$ cat config.mk
export PLATFORM = sky130hd
export DESIGN_NAME = instr_fetch_stage
export DESIGN_NICKNAME = d
export VERILOG_FILES = /design/src/rtl/riscv_fetch_pkg.sv /design/src/rtl/fetch_buffer.sv /design/src/rtl/instr_fetch_stage.sv
export SDC_FILE = /design/constraint.sdc
export NUM_CORES = 1
export LEC_CHECK = 0
export BUFFER_PORTS_ARGS = -buffer_cell sky130_fd_sc_hd__buf_2
export CORE_MARGIN = 3
export CORE_UTILIZATION = 58
export CTS_BUF_LIST = sky130_fd_sc_hd__clkbuf_2
export CTS_CLUSTER_SIZE = 14
export DETAILED_ROUTE_END_ITERATION = 12
export GPL_ROUTABILITY_DRIVEN = 0
export PLACE_DENSITY = 0.95
export SLEW_MARGIN = 25
export SYNTH_ARGS = -nofsm -noshare
export SYNTH_HDL_FRONTEND = slang
export SYNTH_SLANG_ARGS = --single-unit
$ cat constraint.sdc
create_clock -name clk -period 9.25 [get_ports clk]
set_input_delay 2.775 -clock clk [delete_from_list [all_inputs] [get_ports clk]]
set_output_delay 2.775 -clock clk [all_outputs]
set_load 0.05 [all_outputs]
$ cat src/rtl/riscv_fetch_pkg.sv
// Shared types and constants for the instruction fetch stage.
package riscv_fetch_pkg;

    localparam logic [31:0] NOP_INSTR = 32'h0000_0013;
    localparam int unsigned PC_W = 32;

    typedef enum logic [1:0] {
        IDLE,
        REQ,
        WAIT_RSP,
        DRAIN
    } fetch_state_e;

    typedef struct packed {
        logic [PC_W-1:0] pc;
        logic [31:0]     instr;
        logic            misaligned;
    } fetch_entry_t;

endpackage

$ cat src/rtl/fetch_buffer.sv
// Small synchronous FIFO of fetch entries between memory and decode.
module fetch_buffer
    import riscv_fetch_pkg::*;
#(
    parameter int unsigned BUF_DEPTH = 2
) (
    input  logic                     clk,
    input  logic                     rst_n,
    input  logic                     push,
    input  fetch_entry_t             entry,
    input  logic                     pop,
    input  logic                     clear,
    output logic [$clog2(BUF_DEPTH):0] count,
    output fetch_entry_t             head
);

    localparam int unsigned PTR_W = $clog2(BUF_DEPTH);
    localparam int unsigned CNT_W = PTR_W + 1;

    fetch_entry_t     mem [BUF_DEPTH];
    logic [PTR_W-1:0] rd_ptr;
    logic [PTR_W-1:0] wr_ptr;

    always_ff @(posedge clk or negedge rst_n) begin
        if (!rst_n) begin
            rd_ptr <= '0;
            wr_ptr <= '0;
            count  <= '0;
        end else if (clear) begin
            rd_ptr <= '0;
            wr_ptr <= '0;
            count  <= '0;
        end else begin
            if (push) wr_ptr <= wr_ptr + PTR_W'(1);
            if (pop)  rd_ptr <= rd_ptr + PTR_W'(1);
            unique case ({push, pop})
                2'b10:   count <= count + CNT_W'(1);
                2'b01:   count <= count - CNT_W'(1);
                default: count <= count;
            endcase
        end
    end

    // Storage needs no reset: head is only consumed while count != 0.
    always_ff @(posedge clk) begin
        if (push && !clear) mem[wr_ptr] <= entry;
    end

    assign head = mem[rd_ptr];

endmodule

$ cat src/rtl/instr_fetch_stage.sv
// Fetch stage: PC -> instruction memory -> buffer -> decode handshake.
// Optional FETCH_MISALIGN_CHECK_EN traps misaligned PCs instead of fetching.
module instr_fetch_stage
    import riscv_fetch_pkg::*;
#(
    parameter int unsigned BUF_DEPTH = 2,
    parameter int unsigned ADDR_W    = PC_W
) (
    input  logic              clk,
    input  logic              rst_n,
    input  logic [ADDR_W-1:0] pc_in,
    input  logic              flush,
    output logic              pc_advance,
    output logic              imem_req,
    output logic [ADDR_W-1:0] imem_addr,
    input  logic              imem_gnt,
    input  logic              imem_rvalid,
    input  logic [31:0]       imem_rdata,
    output logic              id_valid,
    input  logic              id_ready,
    output logic [31:0]       id_instr,
    output logic [ADDR_W-1:0] id_pc
`ifdef FETCH_MISALIGN_CHECK_EN
    ,
    output logic              id_misaligned
`endif
);

    localparam int unsigned CNT_W = $clog2(BUF_DEPTH) + 1;

    fetch_state_e     state;
    fetch_state_e     state_nxt;
    fetch_entry_t     head;
    fetch_entry_t     push_entry;
    logic [CNT_W-1:0] count;
    logic             push;
    logic             pop;
    logic             slot_free;
    logic             misaligned;
    logic             hold;
    logic             hold_nxt;
    logic             load_addr;

`ifdef FETCH_MISALIGN_CHECK_EN
    assign misaligned    = pc_in[1:0] != 2'b00;
    assign id_misaligned = id_valid & head.misaligned;
`else
    logic unused_bits;
    assign misaligned  = 1'b0;
    assign unused_bits = ^{pc_in[1:0], head.misaligned};
`endif

    // Nothing is in flight while IDLE, so a free slot is just count < depth.
    assign slot_free  = count < CNT_W'(BUF_DEPTH);
    assign imem_req   = state == REQ;
    assign pc_advance = imem_req & imem_gnt & ~flush;
    assign pop        = id_valid & id_ready;

    always_comb begin
        state_nxt  = state;
        hold_nxt   = hold;
        push       = 1'b0;
        load_addr  = 1'b0;
        push_entry = '{pc: PC_W'(imem_addr),
                       instr: imem_rdata,
                       misaligned: 1'b0};
        if (flush) begin
            hold_nxt = 1'b0;
            unique case (state)
                REQ:      state_nxt = imem_gnt ? DRAIN : IDLE;
                WAIT_RSP: state_nxt = imem_rvalid ? IDLE : DRAIN;
                DRAIN:    state_nxt = imem_rvalid ? IDLE : DRAIN;
                default:  state_nxt = IDLE;
            endcase
        end else begin
            unique case (state)
                IDLE: begin
                    if (slot_free && !hold) begin
                        if (misaligned) begin
                            push       = 1'b1;
                            hold_nxt   = 1'b1;
                            push_entry = '{pc: PC_W'(pc_in),
                                           instr: NOP_INSTR,
                                           misaligned: 1'b1};
                        end else begin
                            state_nxt = REQ;
                            load_addr = 1'b1;
                        end
                    end
                end
                REQ: if (imem_gnt) state_nxt = WAIT_RSP;
                WAIT_RSP: begin
                    if (imem_rvalid) begin
                        push      = 1'b1;
                        state_nxt = IDLE;
                    end
                end
                DRAIN: if (imem_rvalid) state_nxt = IDLE;
                default: state_nxt = IDLE;
            endcase
        end
    end

    always_ff @(posedge clk or negedge rst_n) begin
        if (!rst_n) begin
            state     <= IDLE;
            hold      <= 1'b0;
            imem_addr <= '0;
        end else begin
            state <= state_nxt;
            hold  <= hold_nxt;
            if (load_addr) imem_addr <= {pc_in[ADDR_W-1:2], 2'b00};
        end
    end

    fetch_buffer #(
        .BUF_DEPTH(BUF_DEPTH)
    ) u_buf (
        .clk  (clk),
        .rst_n(rst_n),
        .push (push),
        .entry(push_entry),
        .pop  (pop),
        .clear(flush),
        .count(count),
        .head (head)
    );

    assign id_valid = count != '0;
    assign id_instr = id_valid ? head.instr : NOP_INSTR;
    assign id_pc    = id_valid ? ADDR_W'(head.pc) : '0;

endmodule

# == After elaboration in Yosys (flattened, before gate mapping) ==
# Memories as Yosys holds them, arrays and structs flattened.
# Index checks and enable logic that the tools add are counted.
# W data, S select, Z words.
# op_classes
n_addsub,4
magnitude_cmp,1
n_eq_ne,8
n_mux,24
n_bitwise,4
reduce_logical,9
# op_table
cell,n
$mux W32,2
$mux W2,7
$mux W1,12
$pmux W2 S2,2
$eq A2 B2 Y1 const B,3
$pmux W2 S3,1
$reduce_bool A2 Y1,3
$eq A2 B1 Y1 const B,2
$and A1 B1 Y1,3
$ne A3 B1 Y1 const B,1
$ne A3 B2 Y1 const B,1
$ne A3 B3 Y1 const B,1
$reduce_and A3 Y1,1
$reduce_bool A3 Y1,1
$add A1 B1 Y1 const B,2
$add A2 B1 Y2 const B,1
$logic_not A2 Y1,1
$lt A2 B2 Y1 const B,1
$reduce_or A2 Y1,1
$sub A2 B1 Y2 const B,1
$logic_and A1 B1 Y1,1
$logic_not A1 Y1,1
$not A1 Y1,1
# word_totals
reg_bits,36
ramBits,124
inputBits,70
output_inout_bits,99
word_cells,56
memories,1
# mem_list
name,depth,word_bits,read_ports,rd_clocked_by_memory_dff,write_ports,line_no,rtl
u_buf.mem,2,62,1,0,1,fetch_buffer.sv:20,fetch_entry_t mem [BUF_DEPTH];

# == Longest topological paths before layout ==
# logic_depth
word_depth,6
mapped_depth,4
ltp_nobuf,3

# == Hierarchy ==
# Synthesis repeated with hierarchy kept, for this count alone.
# unflattened
hier_cells,374
hier_area_um2,6774.0
# modules_own_cells
mod,instances,cells_each,area_each_um2,seq_area_each_um2
fetch_buffer,1,221,5051.1,4003.8
instr_fetch_stage,1,153,1722.9,800.8

# == Worst setup path before layout ==
# Ideal clock, no wire load.
# synth_path
kind,input to register
start,input imem_rvalid
end,"memory u_buf.mem[1][0] (netlist name), enable pin"
setup_ns,0.571
arrival_time_ns,7.510
t_required_ns,8.679
setup_slack_ns,1.169
stages,2
path_buffers,0
path_cell_list,nand3b_2 -> nor3b_1
# synth_between
elab_chain_len,6
# synth_lines
element,line_no,rtl
"start, declared",instr_fetch_stage.sv:17,"input logic imem_rvalid,"
$mux W1,instr_fetch_stage.sv:93,if (imem_rvalid) begin
$mux W1,n/a,
$mux W1,instr_fetch_stage.sv:67,if (flush) begin
$logic_and A1 B1 Y1,fetch_buffer.sv:46,if (push && !clear) mem[wr_ptr] <= entry;
$mux W1,fetch_buffer.sv:46,
$mux W1 (implied by the code),fetch_buffer.sv:46,
"end, declared",fetch_buffer.sv:20,
# Every way passes these cells.

# == Final worst setup path ==
# layout_path
start,input flush
end,output pc_advance
# layout_between
elab_chain_len,2
# layout_lines
element,line_no,rtl
"start, declared",instr_fetch_stage.sv:12,"input logic flush,"
$not A1 Y1,instr_fetch_stage.sv:56,assign pc_advance = imem_req & imem_gnt & ~flush;
$and A1 B1 Y1,instr_fetch_stage.sv:56,
"end, declared",instr_fetch_stage.sv:13,"output logic pc_advance,"
# Every way passes these cells.

==> flow_summary.json <==
{
  "fin_crit_sh_pct": 67.2,
  "fmax_mhz": 161,
  "drt_first_pass_iters": 6,
  "post_cts_buffers": 0,
  "grt_usage_pct": 20.2,
  "cts_num_sinks": 160,
  "p_total_mw": 2.02,
  "grt_pass1_vias": 3579,
  "powerDensity_mw_per_mm2": 274,
  "clock_latency_ps": 650,
  "drtAntennaViolNets": 0,
  "setup_violations": 0,
  "wl_met1_um": 4510,
  "cts_max_level": 4,
  "die_w_um": 109,
  "final_cell_area_mm2": 0.00734,
  "maxCapViolations": 0,
  "synthCells": 366,
  "io_pins": 169,
  "drive_gt1_share_pct": 42.6,
  "cp.arrival_ps": 3450,
  "antenna_cells": 0,
  "die-area_mm2": 0.0119,
  "syn_avg_cell_area_um2": 16.8,
  "n_fill_cell": 652,
  "multi_input_area_mm2": 0.00142,
  "grt_antenna_before_repair": 0,
  "nets": 606,
  "yosysWarnings": 0,
  "min_period_ps": 6220,
  "synth_seq_cells": 160,
  "path_clk_slew_ps": 210,
  "worst_ep_required_time_ps": 6480,
  "slew_headroom_pct": 46.9,
  "grt_max_degree": 64,
  "cp-start-kind": "primary input",
  "worst_pin_slew_ps": 796,
  "ys_seq_area_share_pct": 75.1,
  "worstSetupEndpointType": "output pin",
  "hold_ws_ps": 522,
  "post-route-util_pct": 73.1,
  "status": "completed",
  "path_max_fanout": 11,
  "portBuffers": 162,
  "core-area_mm2": 0.0100,
  "finalHoldViolCount": 0,
  "tns_ps": 0,
  "maxSlewViolCount": 0,
  "rsz0062_at_grt": "false",
  "fin_ws_ps": 3030,
  "wl_met3_um": 976,
  "routedWlPerCell_um": 17.1,
  "ir_drop_mv": 0.241,
  "row_count": 36,
  "routed.top_layer": "met4",
  "cts_root_buffer": "clkbuf_2",
  "final_cells": 682,
  "overflow": 0,
  "cts_tree": "done",
  "cts_buffers": 17,
  "seqCellArea_mm2": 0.00463,
  "dpl_cell_area_mm2": 0.00708,
  "initial_core_util_pct": 61.3,
  "wl_met2_um": 6000,
  "fin_worst_skew_ps": 24.0,
  "area_growth_pct": 19.3,
  "syn-cell-area_mm2": 0.00616,
  "leakage_nw": 2.88,
  "drtIter0Drc": 182,
  "min_path_type": "reg2reg",
  "placedCellCount": 649,
  "die-height_um": 109,
  "cts-resized-gates": 0,
  "vias": 3588,
  "wirelength_um": 11700,
  "place_hpwl_um": 8090,
  "clk_path_buf_depth": 2,
  "grt_pass1_wl_um": 17600,
  "ys_types": 30,
  "routed_via_density": 5.26,
  "route.detailed.drc": 0,
  "cts-hold-fix-buffers": 0,
  "place_ws_ps": 3030,
  "criticalPathCategory": "in2out"
}
[path summary, 6_finish.rpt]
| path | from | to | slack, ps | cells after the start |
|---|---|---|---|---|
| min in group asynchronous | rst_n | imem_addr[11] | 2160 | 1 |
| worst min register to register | imem_addr[19] | u_buf.mem[1][49] | 520 | 0 |
| worst max register to register | state[0] | u_buf.mem[1][59] | 7330 | 3 |
| worst max-delay path | flush | pc_advance | 3030 | 3 |
| max in group asynchronous | rst_n | u_buf.rd_ptr | 6510 | 1 |
| worst min-delay path | imem_addr[19] | u_buf.mem[1][49] | 520 | 0 |
[layout make-up]
cell class	count	share of cell area [%]
clock inverter	13	1.86
sequential	160	63.0
tap	133	2.27
inverter	3	0.153
timing repair buffer	169	12.0
clock buffer	19	1.30
multi-input combinational	185	19.4
[cells by family (layout without fill, tap and decap cells)]
group | after synthesis | in the layout | synth area share [%]
muxes | 92 | 92 | 15.6
other | 1 | 4 | 0.0609
DFF | 160 | 160 | 75.1
buffers and inverters | 24 | 204 | 2.26
and+or+nand+nor | 78 | 78 | 5.61
xor gates and xnor gates | 3 | 3 | 0.427
AOI/OAI and AO/OA | 8 | 8 | 0.955
[flip-flops by register name, summed over array words and instances (netlist names)]
signal and count:
u_buf.rd_ptr 1, imem_addr 30, state 2, u_buf.mem 124, u_buf.wr_ptr 1, u_buf.count 2
[critical path: stages]
cell and delay (ps):
buf_2 190, and3b_1 230, buf_2 250
[power breakdown]
part | internal [mW] | switching [mW] | total, mW
registers | 0.916 | 0.0921 | 1.01
logic | 0.177 | 0.473 | 0.650
clock network | 0.127 | 0.230 | 0.357
total | 1.22 | 0.795 | 2.02
[cells in the mapped netlist]
master       n  area, um2
nand2b_1     2       12.5
edfxtp_1   124       3720
dfrtp_1     36        901
and3b_1      1       8.76
buf_6        3       33.8
a22o_1       1       8.76
a211oi_1     1       7.51
xnor2_1      1       8.76
clkbuf_1     5       18.8
mux2_2      28        315
nand2_1      3       11.3
nor2_1      62        233
a21boi_0     1       7.51
buf_2        9       45.0
mux2_1       2       22.5
mux2i_1     62        621
a21oi_1      2       10.0
nor2b_1      1       6.26
buf_4        4       30.0
conb_1       1       3.75
nor3b_1      1       7.51
nor3_1       4       20.0
xor2_1       2       17.5
inv_1        3       11.3
a2111oi_2    1       15.0
nand3b_1     1       7.51
nand3b_2     1       11.3
o21ai_0      2       10.0
nor4_4       1       21.3
and3_1       1       6.26
[metal layers]
| layer | up-vias | GRT usage (%) |
|---|---|---|
| met4 | 0 | 8.03 |
| li1 | 1677 | - |
| met3 | 18 | 7.05 |
| met5 | - | 0 |
| met2 | 161 | 35.0 |
| met1 | 1732 | 22.8 |
[layout by cell type (no fill, tap or decap), types with 3 or more instances in the layout]
cell	count
mux2_2	28
clkbuf_2	19
conb_1	4
edfxtp_1	124
nand2_1	3
clkinv_4	3
inv_1	3
mux2i_1	62
nor3_1	3
dfrtp_1	35
buf_4	6
nor2_1	61
buf_2	162
(Power assumes the default switching activity.)
